$ cat config.mk
export PLATFORM = sky130hd
export DESIGN_NAME = hangman_game_ctrl_flat
export DESIGN_NICKNAME = d
export VERILOG_FILES = /design/src/rtl/hangman_game_ctrl_if.sv /design/src/rtl/hangman_game_ctrl.sv /design/src/flat_wrapper.sv
export SDC_FILE = /design/constraint.sdc
export NUM_CORES = 1
export LEC_CHECK = 0
export BUFFER_PORTS_ARGS = -buffer_cell sky130_fd_sc_hd__buf_2
export CAP_MARGIN = 20
export CORE_ASPECT_RATIO = 1.5
export CORE_UTILIZATION = 45
export CTS_CLUSTER_SIZE = 16
export DETAILED_ROUTE_END_ITERATION = 7
export PLACE_DENSITY = 0.78
export RECOVER_POWER = 25
export REMOVE_ABC_BUFFERS = 1
export SLEW_MARGIN = 20
export SYNTH_ARGS = -nofsm -noshare
export SYNTH_HDL_FRONTEND = slang
export SYNTH_SLANG_ARGS = --single-unit
$ cat constraint.sdc
create_clock -name clk -period 3.4 [get_ports clk]
set_clock_uncertainty 0.1 [all_clocks]
set_input_delay 0.17 -clock clk [delete_from_list [all_inputs] [get_ports clk]]
set_output_delay 0.17 -clock clk [all_outputs]
set_load 0.005 [all_outputs]
$ cat src/rtl/hangman_game_ctrl_if.sv
// Bus bundle between the hangman game controller and its word generator, letter selector and text renderer.
// The controller drives the master side; the surrounding circuit sits on the slave side.
interface hangman_game_ctrl_if #(
  parameter int WORD_LEN = 7
);
  logic                    restart;
  logic [7*WORD_LEN-1:0]   word_in;
  logic                    word_load;
  logic                    guess_valid;
  logic [6:0]              guess_char;
  logic [7*WORD_LEN-1:0]   disp_word;
  logic [WORD_LEN-1:0]     reveal_mask;
  logic [3:0]              wrong_cnt;
  logic                    hit;
  logic                    miss;
  logic                    dup_guess;
  logic                    win;
  logic                    lose;
  logic                    busy;

  modport master (
    input  restart, word_in, guess_valid, guess_char,
    output word_load, disp_word, reveal_mask, wrong_cnt,
           hit, miss, dup_guess, win, lose, busy
  );

  modport slave (
    output restart, word_in, guess_valid, guess_char,
    input  word_load, disp_word, reveal_mask, wrong_cnt,
           hit, miss, dup_guess, win, lose, busy
  );
endinterface

$ cat src/rtl/hangman_game_ctrl.sv
// Hangman game sequencer: fetches a word, scores letter guesses and drives the masked display word.
// Build option: define DUP_PENALTY_EN to count repeated guesses as misses.
module hangman_game_ctrl #(
  parameter int         WORD_LEN   = 7,
  parameter int         MAX_WRONG  = 6,
  parameter logic [6:0] BLANK_CHAR = 7'h5F
) (
  input  logic               clk,
  input  logic               reset,
  hangman_game_ctrl_if.master bus
);

  typedef enum logic [2:0] {
    S_IDLE, S_REQ, S_LATCH, S_PLAY, S_CHECK, S_EVAL, S_WIN, S_LOSE
  } state_t;

  localparam logic [3:0] MAX_WRONG_C = 4'(MAX_WRONG);

  state_t                state_reg, state_next;
  logic [7*WORD_LEN-1:0] word_reg, word_next;
  logic [WORD_LEN-1:0]   mask_reg, mask_next;
  logic [3:0]            wrong_reg, wrong_next;
  logic [25:0]           guessed_reg, guessed_next;
  logic [6:0]            guess_reg, guess_next;
  logic                  hit_reg, hit_next;
  logic                  miss_reg, miss_next;
  logic                  dup_reg, dup_next;
  logic [7*WORD_LEN-1:0] disp_reg, disp_next;

  logic [6:0]            folded;
  logic                  folded_ok;
  logic [4:0]            guess_idx;
  logic [WORD_LEN-1:0]   match_vec;
  logic [WORD_LEN-1:0]   latch_unused;
  logic                  show_all;
  logic [3:0]            wrong_inc;

  assign folded    = (bus.guess_char >= 7'h61 && bus.guess_char <= 7'h7A) ?
                     bus.guess_char - 7'h20 : bus.guess_char;
  assign folded_ok = (folded >= 7'h41) && (folded <= 7'h5A);
  assign guess_idx = 5'(guess_reg - 7'h41);
  assign show_all  = (state_reg == S_WIN) || (state_reg == S_LOSE);
  assign wrong_inc = (wrong_reg == 4'hF) ? wrong_reg : wrong_reg + 4'd1;

  genvar gi;
  generate
    for (gi = 0; gi < WORD_LEN; gi++) begin : g_slot
      logic [6:0] slot_ch;
      logic [6:0] new_ch;
      assign slot_ch          = word_reg[7*gi +: 7];
      assign new_ch           = bus.word_in[7*gi +: 7];
      assign match_vec[gi]    = (slot_ch != 7'h00) && (slot_ch == guess_reg);
      assign latch_unused[gi] = (new_ch == 7'h00);
      // Unused slots render as spaces regardless of mask or game outcome.
      assign disp_next[7*gi +: 7] = (slot_ch == 7'h00)              ? 7'h20 :
                                    (mask_reg[gi] || show_all)      ? slot_ch :
                                                                      BLANK_CHAR;
    end
  endgenerate

  always_comb begin
    state_next   = state_reg;
    word_next    = word_reg;
    mask_next    = mask_reg;
    wrong_next   = wrong_reg;
    guessed_next = guessed_reg;
    guess_next   = guess_reg;
    hit_next     = 1'b0;
    miss_next    = 1'b0;
    dup_next     = 1'b0;
    if (bus.restart) begin
      state_next = S_REQ;
    end else begin
      case (state_reg)
        S_IDLE:  state_next = S_IDLE;
        S_REQ:   state_next = S_LATCH;
        S_LATCH: begin
          word_next    = bus.word_in;
          mask_next    = latch_unused;
          wrong_next   = 4'd0;
          guessed_next = 26'd0;
          state_next   = S_PLAY;
        end
        S_PLAY: begin
          if (bus.guess_valid && folded_ok) begin
            guess_next = folded;
            state_next = S_CHECK;
          end
        end
        S_CHECK: begin
          if (guessed_reg[guess_idx]) begin
            dup_next = 1'b1;
`ifdef DUP_PENALTY_EN
            miss_next  = 1'b1;
            wrong_next = wrong_inc;
`endif
          end else begin
            guessed_next[guess_idx] = 1'b1;
            if (|match_vec) begin
              mask_next = mask_reg | match_vec;
              hit_next  = 1'b1;
            end else begin
              miss_next  = 1'b1;
              wrong_next = wrong_inc;
            end
          end
          state_next = S_EVAL;
        end
        S_EVAL: begin
          if (&mask_reg)                     state_next = S_WIN;
          else if (wrong_reg >= MAX_WRONG_C) state_next = S_LOSE;
          else                               state_next = S_PLAY;
        end
        S_WIN:   state_next = S_WIN;
        S_LOSE:  state_next = S_LOSE;
        default: state_next = S_IDLE;
      endcase
    end
  end

  always_ff @(posedge clk) begin
    if (reset) begin
      state_reg   <= S_IDLE;
      word_reg    <= '0;
      mask_reg    <= '0;
      wrong_reg   <= 4'd0;
      guessed_reg <= 26'd0;
      guess_reg   <= 7'd0;
      hit_reg     <= 1'b0;
      miss_reg    <= 1'b0;
      dup_reg     <= 1'b0;
      disp_reg    <= {WORD_LEN{7'h20}};
    end else begin
      state_reg   <= state_next;
      word_reg    <= word_next;
      mask_reg    <= mask_next;
      wrong_reg   <= wrong_next;
      guessed_reg <= guessed_next;
      guess_reg   <= guess_next;
      hit_reg     <= hit_next;
      miss_reg    <= miss_next;
      dup_reg     <= dup_next;
      disp_reg    <= disp_next;
    end
  end

  assign bus.word_load   = (state_reg == S_REQ);
  assign bus.busy        = (state_reg != S_PLAY);
  assign bus.win         = (state_reg == S_WIN);
  assign bus.lose        = (state_reg == S_LOSE);
  assign bus.disp_word   = disp_reg;
  assign bus.reveal_mask = mask_reg;
  assign bus.wrong_cnt   = wrong_reg;
  assign bus.hit         = hit_reg;
  assign bus.miss        = miss_reg;
  assign bus.dup_guess   = dup_reg;

endmodule
$ cat src/flat_wrapper.sv
// flat-port wrapper written by rule: the top's interface ports become plain ports
module hangman_game_ctrl_flat 
#(
  parameter int         WORD_LEN   = 7,
  parameter int         MAX_WRONG  = 6,
  parameter logic [6:0] BLANK_CHAR = 7'h5F
)
  (clk, reset, bus_restart, bus_word_in, bus_guess_valid, bus_guess_char, bus_word_load, bus_disp_word, bus_reveal_mask, bus_wrong_cnt, bus_hit, bus_miss, bus_dup_guess, bus_win, bus_lose, bus_busy);
  hangman_game_ctrl_if #(.WORD_LEN(WORD_LEN)) bus_i ();
  input  logic clk;
  input  logic reset;
  input wire logic [$bits(bus_i.restart)-1:0] bus_restart;
  input wire logic [$bits(bus_i.word_in)-1:0] bus_word_in;
  input wire logic [$bits(bus_i.guess_valid)-1:0] bus_guess_valid;
  input wire logic [$bits(bus_i.guess_char)-1:0] bus_guess_char;
  output wire logic [$bits(bus_i.word_load)-1:0] bus_word_load;
  output wire logic [$bits(bus_i.disp_word)-1:0] bus_disp_word;
  output wire logic [$bits(bus_i.reveal_mask)-1:0] bus_reveal_mask;
  output wire logic [$bits(bus_i.wrong_cnt)-1:0] bus_wrong_cnt;
  output wire logic [$bits(bus_i.hit)-1:0] bus_hit;
  output wire logic [$bits(bus_i.miss)-1:0] bus_miss;
  output wire logic [$bits(bus_i.dup_guess)-1:0] bus_dup_guess;
  output wire logic [$bits(bus_i.win)-1:0] bus_win;
  output wire logic [$bits(bus_i.lose)-1:0] bus_lose;
  output wire logic [$bits(bus_i.busy)-1:0] bus_busy;
  assign bus_i.restart = bus_restart;
  assign bus_i.word_in = bus_word_in;
  assign bus_i.guess_valid = bus_guess_valid;
  assign bus_i.guess_char = bus_guess_char;
  assign bus_word_load = bus_i.word_load;
  assign bus_disp_word = bus_i.disp_word;
  assign bus_reveal_mask = bus_i.reveal_mask;
  assign bus_wrong_cnt = bus_i.wrong_cnt;
  assign bus_hit = bus_i.hit;
  assign bus_miss = bus_i.miss;
  assign bus_dup_guess = bus_i.dup_guess;
  assign bus_win = bus_i.win;
  assign bus_lose = bus_i.lose;
  assign bus_busy = bus_i.busy;
  hangman_game_ctrl #(.WORD_LEN(WORD_LEN), .MAX_WRONG(MAX_WRONG), .BLANK_CHAR(BLANK_CHAR)) u_core (.clk(clk), .reset(reset), .bus(bus_i));
endmodule
# Word level (Yosys, flattened, before mapping)
# Cells that the tools add are included.
# word_totals
register_bits	148
out_inout_bits	67
word_cells	141
# classes
n_addsub	3
n_lt_le_gt_ge	7
n_eq_ne	22
n_mux	29
bitwise	4
reduce_logical	59
# op_table
operator	count
$logic_not 7->1	14
$mux 7	10
$pmux 26 s2	1
$eq 7x7->1	7
$reduce_bool 7->1	7
$mux 26	1
$or 26x26->26	1
$pmux 3 s8	1
$reduce_or 2->1	8
$ge 7x7->1 const B	2
$le 7x7->1 const B	2
$pmux 7 s2	1
$eq 3x3->1 const B	4
$mux 4	3
$logic_and 1x1->1	11
$mux 3	3
$logic_or 1x1->1	8
$pmux 4 s2	1
$or 7x7->7	1
$reduce_and 7->1	1
$reduce_or 7->1	1
$sub 7x6->7 const B	1
$eq 3x2->1 const B	2
$lt 5x6->1 const B	1
21 further kinds	32

# Depth between registers and ports, before layout
# Gate-level depths: netlist of the first run.
# logic_depth
ltp_word	9
ltp_mapped	13
ltp_nobuf	9

# Worst setup path after synthesis of the first run
# OpenSTA, ideal clock, no wires.
# synth_timing
kind	register to register
from	register u_core.guess_reg[1]
to	register u_core.guessed_reg[22]
arrival_ps	2800
t_required_ps	3241
slack_ps	442
stages_incl_launch_ff	12
path_cell_list	dfxtp_1 -> buf_2 -> inv_1 -> ha_1 -> buf_4 -> xor2_2 -> buf_2 -> mux4_2 -> o2111a_1 -> nor4b_4 -> and2_1 -> a22o_1
# synth_between
elab_chain_cells	8
elab_cells_between_ends	13
# synth_lines
element	line	text
from (decl)	hangman_game_ctrl.sv:24	logic [6:0] guess_reg, guess_next;
from (signal assigned)	hangman_game_ctrl.sv:139	guess_reg <= guess_next;
$sub 5x1->5 (*)	hangman_game_ctrl.sv:41	assign guess_idx = 5'(guess_reg - 7'h41);
$lt 5x6->1 (not written as such) or $ge 5x1->1 (tied branches)	hangman_game_ctrl.sv:98	guessed_next[guess_idx] = 1'b1;
$logic_and 1x1->1 (not written as such)	hangman_game_ctrl.sv:98	
$mux 1 (not written as such)	hangman_game_ctrl.sv:98	
$demux 1 s5	n/a	
$or 26x26->26 (no source line)	n/a	
$mux 26	hangman_game_ctrl.sv:91	if (guessed_reg[guess_idx]) begin
$pmux 26 s2	hangman_game_ctrl.sv:74	case (state_reg)
to (signal assigned)	hangman_game_ctrl.sv:138	guessed_reg <= guessed_next;
to (decl)	hangman_game_ctrl.sv:23	logic [25:0] guessed_reg, guessed_next;
# Mark *: on every way between the ends. The rest lies on a longest branch, timed or not. The select of a mux whose other input is x is not followed.
# A chain may end at the register's enable or synchronous reset.

# Worst setup path in the final report of the first run
# layout_timing
from	register u_core.guess_reg[0]
to	register u_core.mask_reg[6] (netlist: u_core.bus.reveal_mask[6])
# layout_between
elab_chain_cells	6
elab_cells_between_ends	25
# layout_lines
element	line	text
parallel branches: the longest is 6 deep, another holds $sub 5x1->5	n/a	
to (signal assigned)	hangman_game_ctrl.sv:136	mask_reg <= mask_next;
to (decl)	hangman_game_ctrl.sv:21	logic [WORD_LEN-1:0] mask_reg, mask_next;
# Several ways; the timed one is not identified. The select of a mux whose other input is x is not followed.

==> results of run 1 <==
-- synthesized netlist by cell type, drive strengths merged (2+ instances only) --
cell      n  share of area
dfxtp   148           0.46
nand2   127          0.074
a21oi    67          0.052
nor2     54          0.033
xnor2    48          0.065
o21a     42          0.049
clkbuf   26          0.015
nor3     18          0.014
buf      16          0.015
a22o     15          0.020
nor4     15          0.015
nand3    12         0.0093
o21ai    11         0.0085
mux2i    10          0.016
nand4    10         0.0097
or4      10          0.012
nor2b     9         0.0087
a31oi     7         0.0068
and2      7         0.0076
ha        7          0.014
inv       7         0.0041
a41oi     6         0.0082
a211o     5         0.0068
or3       5         0.0049
a211oi    4         0.0054
nand2b    4         0.0039
nor3b     4         0.0047
mux4      3          0.010
nor4b     3         0.0064
xor2      3         0.0052
and3      2         0.0019
mux2      2         0.0035
o211ai    2         0.0023
o31ai     2         0.0045
-- cell usage in the layout (no fill, tap or decap), types with 15 or more instances in the layout --
master         Yosys  final
a21oi_1           67     67
a22o_1            15     15
buf_2             10    104
clkbuf_1          26     23
clkbuf_16          0     17
dfxtp_1          148    148
dlygate4sd3_1      0     55
nand2_1          127    127
nor2_1            53     53
nor3_1            18     18
nor4_1            15     15
o21a_1            42     42
xnor2_1           48     48
-- critical path, stage by stage, from the launching register on --
cell and delay, ps:
dfxtp_1 300, inv_1 140, ha_1 380, xor2_2 420, mux4_2 370, o2111a_1 380
o31ai_4 660, a21oi_1 140, nor3_1 180
-- repair_timing --
action,in CTS,in global routing
gates resized for setup,0,1
hold buffers,55,0
endpoints found under the hold margin,56,0
endpoints found under the setup margin,0,21
-- cell families (layout without fill, tap and decap cells) --
logic type,Yosys count,in the layout,share of synthesized area
xor+xnor,51,51,0.0705
mux,15,15,0.0295
simple gates,285,285,0.211
compound gates,171,172,0.181
fa+ha+maj,7,7,0.0136
flops,148,148,0.460
buf+inv,49,230,0.0346
-- cell type report --
cell class | count | area [µm²] | share of cell area
Clock buffer | 22 | 484 | 0.0579
Timing Repair Buffer | 193 | 1240 | 0.149
Tap cell | 192 | 240 | 0.0287
Sequential cell | 148 | 2960 | 0.354
Multi-Input combinational cell | 530 | 3280 | 0.392
Clock inverter | 8 | 125 | 0.0150
Inverter | 7 | 26.3 | 0.00314
-- routing by layer --
| metal | vias to the layer above | track usage |
|---|---|---|
| li1 | 2896 | - |
| met1 | 2860 | 0.268 |
| met2 | 198 | 0.424 |
| met3 | 48 | 0.0484 |
| met4 | 0 | 0.118 |
| met5 | - | 0 |
-- worst max path at each step --
stage	slack, ps	end	start
floorplan	-2630	u_core.bus.wrong_cnt[1]	u_core.state_reg[1]
global placement	200	u_core.bus.wrong_cnt[3]	u_core.guess_reg[0]
detailed placement	70	u_core.guessed_reg[14]	u_core.guess_reg[0]
CTS	20	u_core.bus.reveal_mask[5]	u_core.guess_reg[0]
global route	110	u_core.bus.wrong_cnt[3]	u_core.guess_reg[0]
finish	230	u_core.bus.reveal_mask[6]	u_core.guess_reg[0]
-- through the flow --
step	setup TNS, ps	power [µW]	hold WS (ps)	instance area, µm²
after detailed placement	0	2080	333	7210
after floorplan	-112600	1950	139	6240
after global routing	0	4140	259	8360
final	0	4010	248	8360
after CTS	0	4030	237	8370
after global placement	0	2080	325	7210
-- power by group --
group | switching [µW] | leakage, µW | internal [µW]
Clock | 688 | 0.000298 | 1220
Combinational | 152 | 0.00174 | 144
Sequential | 26.8 | 0.00120 | 1780
Total | 867 | 0.00324 | 3150
==> impl_metrics.toml, run 1 <==
[routing]
wl_met3_um = 746
drt-wirelength-per-cell_um = 16.0
routed-wl-met2_mm = 9.38
via_per_inst = 5.46
dr.pass1.iters = 5
routed_wl_mm = 17.6
wl_met1_mm = 6.91
ant_nets = 0
route.vias.total = 6002
maxUsedRoutingLayer = "met4"
dr.first_iter.drc_count = 394
drc = 0

[worst_setup_path]
required_ps = 3630
reg2reg_slack_ps = 230
start_kind = "register"
critPathCaptureType = "register"
cp.arrival_ps = 3400
path_class = "reg -> reg"
r2r_end = "u_core.bus.reveal_mask[6]"
timing.rr.start = "u_core.guess_reg[0]"
critPathMaxFanout = 11
r2r_cells = 8

[synth]
ys_ff_latch = 148
syn_inst = 726
ys_warn_count = 0
synthArstFlopShare = 0
synth.avg_cell_area_um2 = 8.87
yosysSeqAreaShare = 0.460
synth_cell_type_count = 59
synth_edf_count = 0
syn_area_um2 = 6440
ys.flop_type = "dfxtp_1"

[cts]
clock_latency_ps = 420
cts-buffers-inserted = 17
cts_tree = "yes"
clock-sinks = 148
clock_path_buffers = 2
clockRootBuffer = "clkbuf_16"
clk_pin_slew_ps = 60
cts_setup_buffers = 0
cts_htree_levels = 4

[global_routing]
grt_pass1_wl_mm = 27.9
track_usage = 0.239
grt_pass1_vias = 5682
grt_max_degree = 57
grt-ovfl-total = 0
antenna_found_initial = 0

[timing]
fin_crit_sh = 0.931
rsz0062_at_grt = "no"
setup_ws_ps = 233
setup_violations = 0
layout_min_cycle_time_ps = 3170
worstMarginPinSlew_ps = 872
hold_violations = 0
fmax_mhz = 316
maxSlewViolCount = 0
relSlewSlack = 0.418

[final_layout]
num_antenna_cells = 0
area.growth.synth_to_final_pct = 29.9
post-route-util = 0.598
fill_cells = 1195
drive_above_1_share = 0.178
fin_nets = 964
stdcell_count = 1100

[die]
core_um2 = 14000
die_area_um2 = 14800
die_x_um = 99.7
die-height_um = 149
io_pins = 127
initial_core_util = 0.460
num_rows = 53

[placed_design]
placed_cells = 1014
gp_congestion = 0.821
dp_slack_ps = 65.4
portBuffers = 126
dpl.hpwl_mm = 11.5

[min_path]
hp-class = "in -> reg"
hold_start = "reset"
hold_depth = 2
min_to = "u_core.guess_reg[3]"

[run]
maxCapViolCount = 0

[power_and_ir_drop]
leakage_uw = 0.00324
ir_drop_uv = 385
p_per_area_nw_per_um2 = 480

[status]
outcome = "completed"
Power figures use the tool's default switching activity.
==> run 2: changes to the inputs <==
CELL_PAD_IN_SITES_DETAIL_PLACEMENT = 1   (was default)
CELL_PAD_IN_SITES_GLOBAL_PLACEMENT = 2   (was default)
CORE_UTILIZATION = 33   (was 45)
PLACE_DENSITY = 0.9   (was 0.78)
==> impl_metrics.toml, run 2 (synthesis gave the netlist of run 1 again) <==
[status]
outcome = "completed"

[cts]
cts_repair_resize_count = 0
clk_pin_slew_ps = 60
clockRootBuffer = "clkbuf_16"
cts_tree = "yes"
cts_htree_levels = 4
cts-buffers-inserted = 17
clock_latency_ps = 430
cts_setup_buffers = 0
clock_path_buffers = 2
clock-sinks = 148
hold_buffers = 57

[global_routing]
grt-ovfl-total = 0
grt_max_degree = 71
track_usage = 0.211
grt_pass1_vias = 6199
grt_pass1_wl_mm = 32.5
antenna_found_initial = 0

[routing]
drc = 0
routed-wl-met2_mm = 10.7
dr.pass1.iters = 4
drt-wirelength-per-cell_um = 17.1
ant_nets = 0
maxUsedRoutingLayer = "met4"
route.vias.total = 5916
dr.first_iter.drc_count = 295
wl_met3_um = 498
via_per_inst = 5.07
wl_met1_mm = 8.21
routed_wl_mm = 19.9

[die]
initial_core_util = 0.336
core_um2 = 19200
die-height_um = 173
die_area_um2 = 20100
num_rows = 62
io_pins = 127
die_x_um = 116

[worst_setup_path]
path_class = "reg -> reg"
critPathMaxFanout = 22
start_kind = "register"
slowest_stage = "o32ai_4"
required_ps = 3600
crit_chain = "inv_1 > ha_1 > or3b_1 > a211o_1 > o211a_2 > o32ai_4 > o31ai_4 > buf_4 > a41oi_1 > nor2_1"
critPathCaptureType = "register"
critical_path.top_delay_family = "compound AO/OA/AOI/OAI gates"
reg2reg_slack_ps = 450
cp.arrival_ps = 3140
crit_buf_inv = 2
critPathMaxStageDelay_ps = 410

[power_and_ir_drop]
sw_frac_of_total = 0.224
leakage_uw = 0.00326
p_seq_frac = 0.435
switchingPower_uw = 930
internal_power_uw = 3220
p_per_area_nw_per_um2 = 489
ir_drop_uv = 276
pwr-share-clk = 0.493
p_total_uw = 4150
comb_power_share = 0.071

[min_path]
hp-class = "in -> reg"

[final_layout]
drive_above_1_share = 0.180
layout_commonest_cell = "dfxtp_1"
num_antenna_cells = 0
final_cell_mix = "dfxtp_1 (148), nand2_1 (127), buf_2 (105)"
fin_nets = 966
area.growth.synth_to_final_pct = 31.6
fin_area_um2 = 8470

[timing]
hold_violations = 0
rsz0062_at_grt = "no"
setup_ws_ps = 452
layout_min_cycle_time_ps = 2950
relSlewSlack = 0.325
worstMarginPinSlew_ps = 1010
fin_crit_sh = 0.867
setup_violations = 0
fmax_mhz = 339
maxSlewViolCount = 0
setup_tns_ps = 0

[run]
maxCapViolCount = 0

[placed_design]
portBuffers = 126
dpl.hpwl_mm = 13.8
dp_slack_ps = 446
gp_congestion = 0.817
placed_area_um2 = 7300
==> run 2: cell types whose count changed in the layout (fill, tap and decap cells not counted), moves of 2 or more <==
cell	delta
bufinv_16	+2
clkbuf_8	-4
inv_6	+2
dlygate4sd3_1	+2
clkbuf_1	-2
==> run 2: final timing paths <==
| path | startpoint | to | cells after the start |
|---|---|---|---|
| worst min-delay path | bus_guess_char[6] | u_core.state_reg[0] | 6 |
| worst min register to register | u_core.guessed_reg[13] | u_core.guessed_reg[13] | 2 |
| worst max-delay path | u_core.guess_reg[0] | u_core.guessed_reg[8] | 10 |
| worst max register to register | u_core.guess_reg[0] | u_core.guessed_reg[8] | 10 |
==> run 2: power by group through the flow <==
stage	logic, µW	registers (µW)	clock network, µW
2_1_floorplan	109	1840	0
6_report	296	1800	2050
5_1_grt	326	1810	2170
3_5_place_dp	248	1840	0
3_3_place_gp	247	1840	0
4_1_cts	300	1800	2080
==> run 2: layout make-up <==
type,instances,area (µm²)
fillers,2268,10700
multi-input cells,529,3260
clock buffers,17,425
inverters,7,26.3
clock inverters,13,206
well taps,256,320
flip-flops and latches,148,2960
repair buffers,196,1270
==> run 2: metrics by stage <==
stage	instances	hold WS, ps	utilization
2_1_floorplan	684	139	-
3_3_place_gp	1079	329	0.381
3_5_place_dp	1079	331	0.381
4_1_cts	1166	265	0.444
5_1_grt	1166	360	0.442
6_report	1166	275	0.442
==> run 2: metal layers <==
metal	global-route usage	vias up
li1	-	2895
met1	0.236	2893
met2	0.384	99
met3	0.0417	29
met4	0.0817	0
met5	0	-
==> run 2: worst min-delay path, delay by kind of cell <==
kind                   cells  cell delay, ps
and+or+nand+nor            3             330
AOI/OAI and AO/OA          2             170
buffers and inverters      1              90
==> run 3: changes to the inputs <==
CORE_MARGIN = 10   (was default)
SLEW_MARGIN = default   (was 20)
==> impl_metrics.toml, run 3 (synthesis gave the netlist of run 1 again) <==
[cts]
clock_path_buffers = 2
clock-sinks = 148
cts_setup_buffers = 0
cts-buffers-inserted = 17
clockRootBuffer = "clkbuf_16"
clk_pin_slew_ps = 60
cts_tree = "yes"
cts_htree_levels = 4
clock_latency_ps = 430

[timing]
maxSlewViolCount = 0
fin_crit_sh = 0.914
holdWs_ps = 275
hold_violations = 0
fmax_mhz = 322
relSlewSlack = 0.338
setup_tns_ps = 0
layout_min_cycle_time_ps = 3110
worstMarginPinSlew_ps = 992
setup_violations = 0
rsz0062_at_grt = "no"

[die]
core_um2 = 19200
die_area_um2 = 25600
initial_core_util = 0.336
die-height_um = 191
num_rows = 62
io_pins = 127
die_x_um = 134

[global_routing]
grtUsageMet1 = 0.167
track_usage = 0.166
grt_pass1_wl_mm = 33.9
grtUsageMet2 = 0.320
antenna_found_initial = 0
grt_use_met3 = 0.0394
grt_pass1_vias = 6419
grt_max_degree = 74
grt-ovfl-total = 0
busiest_layer = "met2"

[final_layout]
drive_above_1_share = 0.144
layout_commonest_cell = "dfxtp_1"
final_cell_mix = "dfxtp_1 (148), nand2_1 (127), buf_2 (74)"
stdcell_count = 1166
area.growth.synth_to_final_pct = 30.3
num_antenna_cells = 0
fin_area_um2 = 8390
fin_nets = 964

[power_and_ir_drop]
leakage_uw = 0.00309
ir_drop_uv = 328
p_total_uw = 4030
p_per_area_nw_per_um2 = 480

[routing]
ant_nets = 0
drt-wirelength-per-cell_um = 18.3
via_per_inst = 5.09
dr.first_iter.drc_count = 242
dr.pass1.iters = 4
drc = 0
routed_wl_mm = 21.4
route.vias.total = 5934

[worst_setup_path]
critPathMaxStageDelay_ps = 680
r2r_cells = 9
crit_chain = "inv_1 > ha_1 > xor2_2 > buf_4 > mux4_2 > o2111a_1 > o31ai_4 > a41oi_1 > nor2_1"
start_kind = "register"
required_ps = 3670
slowest_stage = "o31ai_4"
path_class = "reg -> reg"
critPathCaptureType = "register"
critPathMaxFanout = 13
cp.arrival_ps = 3370

[placed_design]
dpl.hpwl_mm = 15.1
gp_congestion = 0.811
placed_cells = 1077
placed_area_um2 = 7280
portBuffers = 126

[run]
maxCapViolCount = 0

[min_path]
hold_depth = 4
hp-class = "in -> reg"

[status]
outcome = "completed"
run 3: cell types whose count changed in the layout (fill, tap and decap cells not counted):
| cell | before | now |
|---|---|---|
| clkinv_4 | 1 | 2 |
| bufinv_16 | 5 | 3 |
| dlygate4sd3_1 | 57 | 56 |
| buf_2 | 105 | 74 |
| buf_4 | 13 | 11 |
| inv_6 | 2 | 1 |
| clkinv_2 | 3 | 2 |
| clkbuf_1 | 21 | 55 |
| clkinvlp_4 | 2 | 4 |
| o31ai_4 | 1 | 2 |
run 3: report_power, final:
part / switching, µW / total, µW / internal [µW]
clock: 767 / 1920 / 1150
combinational: 161 / 301 / 140
sequential: 27.9 / 1810 / 1780
total: 955 / 4030 / 3070
run 3: path summary, 6_finish.rpt:
check	slack, ps	end	from
setup / recovery	290	u_core.guessed_reg[14]	u_core.guess_reg[0]
setup reg to reg	290	u_core.guessed_reg[14]	u_core.guess_reg[0]
hold reg to reg	380	u_core.guessed_reg[7]	u_core.guessed_reg[7]
hold / removal	270	u_core.state_reg[2]	bus_guess_valid
run 3: critical path: cells and delay by family (launching register included):
kind	cells	cell delay, ps
simple gates	1	110
fa+ha+maj	1	380
mux	1	320
compound gates	3	1270
xor+xnor	1	170
buf+inv	2	370
flops	1	310
run 3: final cells by class:
cell class / count / area (µm²)
Fill cell: 2290 / 10800
Multi-Input combinational cell: 530 / 3280
Sequential cell: 148 / 2960
Timing Repair Buffer: 193 / 1210
Clock buffer: 20 / 437
Tap cell: 256 / 320
Clock inverter: 12 / 156
Inverter: 7 / 26.3
run 3: timing repair:
action                                  4_1_cts  5_1_grt
hold endpoints to repair                     58        0
hold buffers                                 56        0
resized for setup                             0        1
endpoints found under the setup margin        0       21
run 3: per-layer routing:
metal  share of wire  up-vias
met3           0.031       29
met4           0.020        0
met5               0        -
met1            0.39     2922
li1                -     2888
met2            0.56       95
run 3: through the flow:
stage               setup WS (ps)  utilization
floorplan                   -2630            -
global placement              196        0.380
detailed placement           60.2        0.380
CTS                          39.7        0.440
global route                 55.8        0.438
finish                        292        0.438
